`config.mk`:
```
export PLATFORM = sky130hd
export DESIGN_NAME = control_sequencer
export DESIGN_NICKNAME = d
export VERILOG_FILES = /design/src/rtl/control_sequencer.sv
export SDC_FILE = /design/constraint.sdc
export NUM_CORES = 1
export LEC_CHECK = 0
export ABC_AREA = 1
export CORE_UTILIZATION = 36
export CTS_CLUSTER_SIZE = 24
export DETAILED_ROUTE_END_ITERATION = 12
export HOLD_SLACK_MARGIN = 0.03
export PLACE_DENSITY = 0.76
export SLEW_MARGIN = 20
export SYNTH_ARGS = -nofsm -noshare
export SYNTH_HDL_FRONTEND = slang
export SYNTH_SLANG_ARGS = --single-unit
export TNS_END_PERCENT = 20
```
`constraint.sdc`:
```
create_clock -name clock -period 1.4 [get_ports clock]
set_input_delay 0.21 -clock clock [delete_from_list [all_inputs] [get_ports clock]]
set_output_delay 0.21 -clock clock [all_outputs]
set_load 0.02 [all_outputs]
```
`src/rtl/control_sequencer.sv`:
```
// control_sequencer: hardwired fetch/execute control unit for the phase-1 bus datapath
//
// Ports:
//   clock, clear (async active-low), run, mem_ready, ir[31:0]  -- inputs
//   PCout PCin IncPC MARin MDRread MDRin MDRout IRin RYin RZinLo RZoutLo -- datapath strobes
//   reg_out_en/reg_out_sel, reg_in_en/reg_in_sel            -- general register bus drive / load
//   alu_op[4:0], instr_done, halted, bus_err, illegal, instr_count[CNT_W-1:0], state_dbg[2:0]
module control_sequencer #(
    parameter int CNT_W    = 16,
    parameter int WAIT_MAX = 15
) (
    input  logic             clock,
    input  logic             clear,
    input  logic             run,
    input  logic             mem_ready,
    input  logic [31:0]      ir,
    output logic             PCout,
    output logic             PCin,
    output logic             IncPC,
    output logic             MARin,
    output logic             MDRread,
    output logic             MDRin,
    output logic             MDRout,
    output logic             IRin,
    output logic             RYin,
    output logic             RZinLo,
    output logic             RZoutLo,
    output logic             reg_out_en,
    output logic [3:0]       reg_out_sel,
    output logic             reg_in_en,
    output logic [3:0]       reg_in_sel,
    output logic [4:0]       alu_op,
    output logic             instr_done,
    output logic             halted,
    output logic             bus_err,
    output logic             illegal,
    output logic [CNT_W-1:0] instr_count,
    output logic [2:0]       state_dbg
);
    localparam int WW = $clog2(WAIT_MAX + 1);

    typedef enum logic [2:0] {
        IDLE   = 3'd0,
        T0     = 3'd1,
        T1     = 3'd2,
        T2     = 3'd3,
        T3     = 3'd4,
        T4     = 3'd5,
        T5     = 3'd6,
        HALTED = 3'd7
    } state_t;

    state_t        state;
    logic [WW-1:0] wait_cnt;
    logic [4:0]    op;
    logic          alu3, unary, nop, hlt, bad_op, first_t1, t3, t4, t5;
    logic          unused_bits;

    assign op          = ir[31:27];
    assign alu3        = op >= 5'd3 && op <= 5'd11;
    assign unary       = op == 5'd17 || op == 5'd18;
    assign nop         = op == 5'd26;
    assign hlt         = op == 5'd27;
    assign bad_op      = !(alu3 || unary || nop || hlt);
    assign unused_bits = ^ir[14:0];
    assign t3          = state == T3;
    assign t4          = state == T4;
    assign t5          = state == T5;
    // The wait counter only advances on stalls, so zero marks the first T1 cycle.
    assign first_t1    = state == T1 && wait_cnt == '0;

    assign PCout       = state == T0;
    assign IncPC       = state == T0;
    assign MARin       = state == T0;
    assign PCin        = first_t1;
    assign MDRread     = state == T1;
    assign MDRin       = state == T1;
    assign MDRout      = state == T2;
    assign IRin        = state == T2;
    assign RYin        = t3 && alu3;
    assign RZinLo      = state == T0 || (t3 && unary) || (t4 && alu3);
    assign RZoutLo     = first_t1 || (t4 && unary) || (t5 && alu3);
    assign reg_out_en  = (t3 && (alu3 || unary)) || (t4 && alu3);
    assign reg_out_sel = !reg_out_en ? 4'd0 : t3 ? ir[22:19] : ir[18:15];
    assign reg_in_en   = (t4 && unary) || (t5 && alu3);
    assign reg_in_sel  = reg_in_en ? ir[26:23] : 4'd0;
    assign alu_op      = (t3 || t4) ? op : 5'd0;
    assign illegal     = t3 && bad_op;
    // A T4 that is not ALU3 closes the instruction so a corrupted IR cannot stall the sequencer.
    assign instr_done  = (t3 && (nop || bad_op)) || (t4 && !alu3) || t5;
    assign halted      = state == HALTED;
    assign state_dbg   = state;

    always_ff @(posedge clock or negedge clear) begin
        if (!clear) begin
            state       <= IDLE;
            wait_cnt    <= '0;
            bus_err     <= 1'b0;
            instr_count <= '0;
        end else begin
            if (instr_done) instr_count <= instr_count + CNT_W'(1);
            case (state)
                IDLE:   state <= run ? T0 : IDLE;
                T0:     state <= T1;
                T1: begin
                    if (mem_ready) begin
                        state    <= T2;
                        wait_cnt <= '0;
                    end else if (wait_cnt == WW'(WAIT_MAX - 1)) begin
                        state    <= HALTED;
                        bus_err  <= 1'b1;
                        wait_cnt <= '0;
                    end else begin
                        wait_cnt <= wait_cnt + WW'(1);
                    end
                end
                T2:     state <= T3;
                T3:     state <= instr_done ? (run ? T0 : IDLE) : hlt ? HALTED : T4;
                T4:     state <= instr_done ? (run ? T0 : IDLE) : T5;
                T5:     state <= run ? T0 : IDLE;
                HALTED: state <= HALTED;
            endcase
        end
    end
endmodule

```
# Word level (Yosys, flattened, before mapping)
# Cells that the tools add are included.
# Widths: inputs -> output; s select.
[totals]
register_bits = 24
out_inout_bits = 49
word_cells = 66
[op_classes]
addsub = 2
order_cmp = 2
n_eq_ne = 13
n_mux = 13
bitwise_logic = 1
reduce_logical = 31
[op_table]
columns = ["op", "count"]
rows = [
  ["$pmux 3 s7", 1],
  ["$eq 5x5->1 const B", 4],
  ["$mux 4", 5],
  ["$add 16x1->16 const B", 1],
  ["$logic_or 1x1->1", 14],
  ["$eq 3x3->1 const B", 4],
  ["$mux 3", 4],
  ["$logic_and 1x1->1", 11],
  ["$eq 3x2->1 const B", 2],
  ["$ge 5x2->1 const B", 1],
  ["$le 5x4->1 const B", 1],
  ["$mux 5", 1],
  ["$add 4x1->4 const B", 1],
  ["$eq 4x4->1 const B", 1],
  ["$logic_not 4->1", 1],
  ["$eq 3x1->1 const B", 1],
  ["$logic_not 3->1", 1],
  ["$ne 3x2->1 const B", 1],
  ["$reduce_and 3->1", 1],
  ["$logic_not 1->1", 2],
  ["$mux 2", 1],
  ["$reduce_or 2->1", 1],
  ["$mux 1", 1],
  ["$not 1->1", 1],
]

# Longest topological paths before layout
[depth]
depth_word = 12
mapped_depth = 11

# Least setup slack after synthesis
# Ideal clock, no wire load.
[synth_timing]
path_kind = "register to output"
start = "register state[1], in the netlist state_dbg[1]"
end = "output reg_out_sel[0]"
arrival_time_ns = 1.895
slack_ns = -0.705
stages_incl_launch_ff = 6
n_path_buf = 0
path_cell_list = "dfrtp_1 > inv_1 > nand2_1 > o21ai_0 > inv_1 > a21oi_1"
[synth_between]
elab_chain_cells = 4
[synth_rtl]
columns = ["element", "line_no", "rtl"]
rows = [
  ["start: declaration", "53", "state_t state;"],
  ["start signal: assignment", "103", "IDLE: state <= run ? T0 : IDLE;"],
  ["start signal: assignment", "118", "T3: state <= instr_done ? (run ? T0 : IDLE) : hlt ? HALTED : T4;"],
  ["start signal: assignment", "119", "T4: state <= instr_done ? (run ? T0 : IDLE) : T5;"],
  ["$eq 3x3->1, on equally long branches", "66, 67", ""],
  ["$logic_and 1x1->1", "83", "assign reg_out_en = (t3 && (alu3 || unary)) || (t4 && alu3);"],
  ["$logic_or 1x1->1 (*)", "83", ""],
  ["net reg_out_en", "28", "output logic reg_out_en,"],
  ["$mux 4 (*)", "84", "assign reg_out_sel = !reg_out_en ? 4'd0 : t3 ? ir[22:19] : ir[18:15];"],
  ["end: declaration", "29", "output logic [3:0] reg_out_sel,"],
]
# Mark *: on every way through the listed nets, which the timed path passes. The rest lies on a longest branch.

# Worst setup path after layout
[layout_timing]
start = "register state[1], in the netlist state_dbg[1]"
end = "output RZinLo"
[layout_between]
elab_chain_cells = 4
[layout_rtl]
columns = ["element", "line_no", "rtl"]
rows = [
  ["$eq 3x3->1", "66", "assign t3 = state == T3;"],
  ["$logic_and 1x1->1", "81", "assign RZinLo = state == T0 || (t3 && unary) || (t4 && alu3);"],
  ["$logic_or 1x1->1", "81", ""],
  ["$logic_or 1x1->1 (*)", "81", ""],
  ["end: declaration", "26", "output logic RZinLo,"],
]
# Mark *: on every way between the ends. The rest lies on a longest branch, timed or not.

==> flow_summary.toml <==
[setup_path]
cp_max_fo = 5
reg2regPathDepth = 10
cp-end-kind = "output port"
slowest_delay_ps = 450
required_ps = 1190
path_class = "reg -> out"
critPathLaunch = "state_dbg[1]$_DFFE_PN0P_"
cp-start-kind = "register"
worstPathArrival_ps = 1680
slowest_stage = "dfrtp_2"
worstPathCellList = "nor2_4, nand2_4, inv_4, nand4_1, nand2_2, inv_6, nand2_2, nand3b_1, buf_6"
cp_common_cell = "nand2_2"
r2r_start = "state_dbg[1]$_DFFE_PN0P_"

[grt]
grt.overflow.total = 0
antenna_found_initial = 0
grt_pass1_wl_mm = 7.91
grt_pass1_vias = 1803
grt_max_degree = 25
grt_usage = 0.197

[floorplanning]
pin_count = 85
fp.dieW_um = 70.0
initial_core_util = 0.378
num_rows = 24
core_area_um2 = 4410
die_h_um = 70.0
die_area_um2 = 4910

[timing]
min_period_ps = 1890
fmax_mhz = 529
setup_viol = 53
post-route-period-util = 1.35
worstMarginPinSlew_ps = 307
grt_setup_unrepaired = "yes"
slew_viol_final = 0
layout_setup_ws_ps = -491
skew_ps = 2.88
finalHoldViolations = 0
slew_headroom = 0.796

[run_status]
status = "finished, violations left"
violations = "negative setup slack"

[clock_network]
clock_latency_ps = 270
htree_num_levels = 1
clock_sinks = 24
clk_pin_slew_ps = 90
cts_root_buf = "clkbuf_8"
cts_inserted_buffers = 3
clockBufferDepth = 2
cts_tree = "yes"

[layout]
antennaDiodeCount = 0
syn2layout_area_growth_pct = 82.3
final_cell_mix = "buf_4 (51), nand2_1 (50), inv_1 (31)"
final_common_cell = "buf_4"
stdcell_area_um2 = 3040
nets = 395
drive_gt1_frac = 0.395

[routing]
vias = 1919
drtIter0Drc = 38
wl_met3_um = 300
post_drt_wl_per_cell_um = 12.3
dr.pass1.iters = 4
wl_met1_mm = 2.18
wirelength_mm = 4.99
drc_errors = 0
drt-vias-per-instance = 4.73
wl_met2_mm = 2.49
highest_layer = "met4"
antenna_left = 0

[synth]
yosysTopAreaCell = "dfrtp_1"
synth_warnings = 0
yosys-top-cells-area = "dfrtp_1 (36%), nand2_1 (14%), inv_1 (8.6%)"
synth.distinct_cells = 26
syn-instance-count = 240
syn_nets = 280
synth_top_cell_area_share = 0.360
syn_area_um2 = 1670
avgSynthCellArea_um2 = 6.94
ys_ff_latch = 24
yosysSeqAreaShare = 0.360

[place]
dpl_cell_area_um2 = 2760
io_buffers = 69
dp_hpwl_mm = 3.60
gp_congestion = 0.871

[worst_hold_path]
hold_class = "in -> async"

[power]
vdd.ir_drop.worst_mv = 1.03
p_per_area_nw_per_um2 = 1760
leakage_nw = 1.51
power.total_mw = 5.34

[flow_run]
timing.max_cap.violations = 0
==> routing by layer <==
metal | vias up | global-route usage
li1 | 971 | -
met1 | 879 | 0.240
met2 | 67 | 0.348
met3 | 2 | 0.0375
met4 | 0 | 0.0600
met5 | - | 0
==> registers in the layout, indices dropped and copies added (netlist names) <==
| name | count |
|---|---|
| state_dbg | 3 |
| instr_count | 16 |
| wait_cnt | 4 |
| bus_err | 1 |
==> worst max-delay path, delay by kind of cell, from the launching register on <==
kind	cells	cell delay (ps)
AND/OR/NAND/NOR	6	700
buffers and inverters	3	250
flip-flops	1	450
==> synth_stat cells, drive strengths merged <==
| master | n |
|---|---|
| nand2 | 66 |
| inv | 40 |
| nor2 | 37 |
| dfrtp | 24 |
| o21ai | 17 |
| xor2 | 10 |
| a21oi | 8 |
| nand3 | 8 |
| buf | 7 |
| nand4 | 7 |
| xnor2 | 5 |
| ha | 4 |
| nor3 | 2 |
| o22ai | 2 |
| nand3b | 1 |
| o21a | 1 |
| o21bai | 1 |
==> power breakdown <==
group / switching (mW) / leakage (nW) / internal (mW) / total [mW]
Clock: 0.237 / 0.0357 / 0.382 / 0.620
Sequential: 0.218 / 0.313 / 0.885 / 1.10
Combinational: 1.87 / 1.16 / 1.75 / 3.62
Total: 2.33 / 1.51 / 3.02 / 5.34
==> path summary, 6_finish.rpt <==
check,slack [ps],to
worst max-delay path,-490,RZinLo
worst min-delay path,290,instr_count[15]$_DFFE_PN0P_
worst max register to register,-270,instr_count[4]$_DFFE_PN0P_
worst min register to register,470,bus_err$_DFFE_PN0P_
max in group asynchronous,850,state_dbg[2]$_DFFE_PN0P_
min in group clock,420,state_dbg[1]$_DFFE_PN0P_
==> through the flow <==
| step | TNS (ps) | instances | util | hold WS [ps] | worst slack, ps |
|---|---|---|---|---|---|
| after global placement | -26900 | 393 | 0.626 | 459 | -960 |
| after floorplan | -3710 | 240 | - | -85.6 | -288 |
| after global routing | -15590 | 406 | 0.688 | 345 | -583 |
| after detailed placement | -28800 | 393 | 0.626 | 463 | -1020 |
| final | -10940 | 406 | 0.688 | 291 | -491 |
| after CTS | -9370 | 400 | 0.662 | 305 | -444 |
==> cell type report <==
class | count | area [um2]
clock buffer | 3 | 41.3
sequential | 24 | 604
timing repair buffer | 117 | 1070
fill | 348 | 1380
clock inverter | 1 | 30.0
multi-input combinational | 169 | 1060
tap | 52 | 65.1
inverter | 40 | 168
==> kinds of logic after synthesis <==
| kind of cell | synth area share |
|---|---|
| simple gates | 0.312 |
| xor+xnor | 0.0788 |
| buf+inv | 0.125 |
| compound gates | 0.0938 |
| fa+ha+maj | 0.0300 |
| flops | 0.360 |
==> repair_timing <==
action	CTS	global route
gates resized for setup	223	23
endpoints found under the setup margin	73	56
buffers inserted	5	7
hold buffers	0	0
endpoints found under the hold margin	0	0
pin swaps	16	2
(Power assumes the default switching activity.)
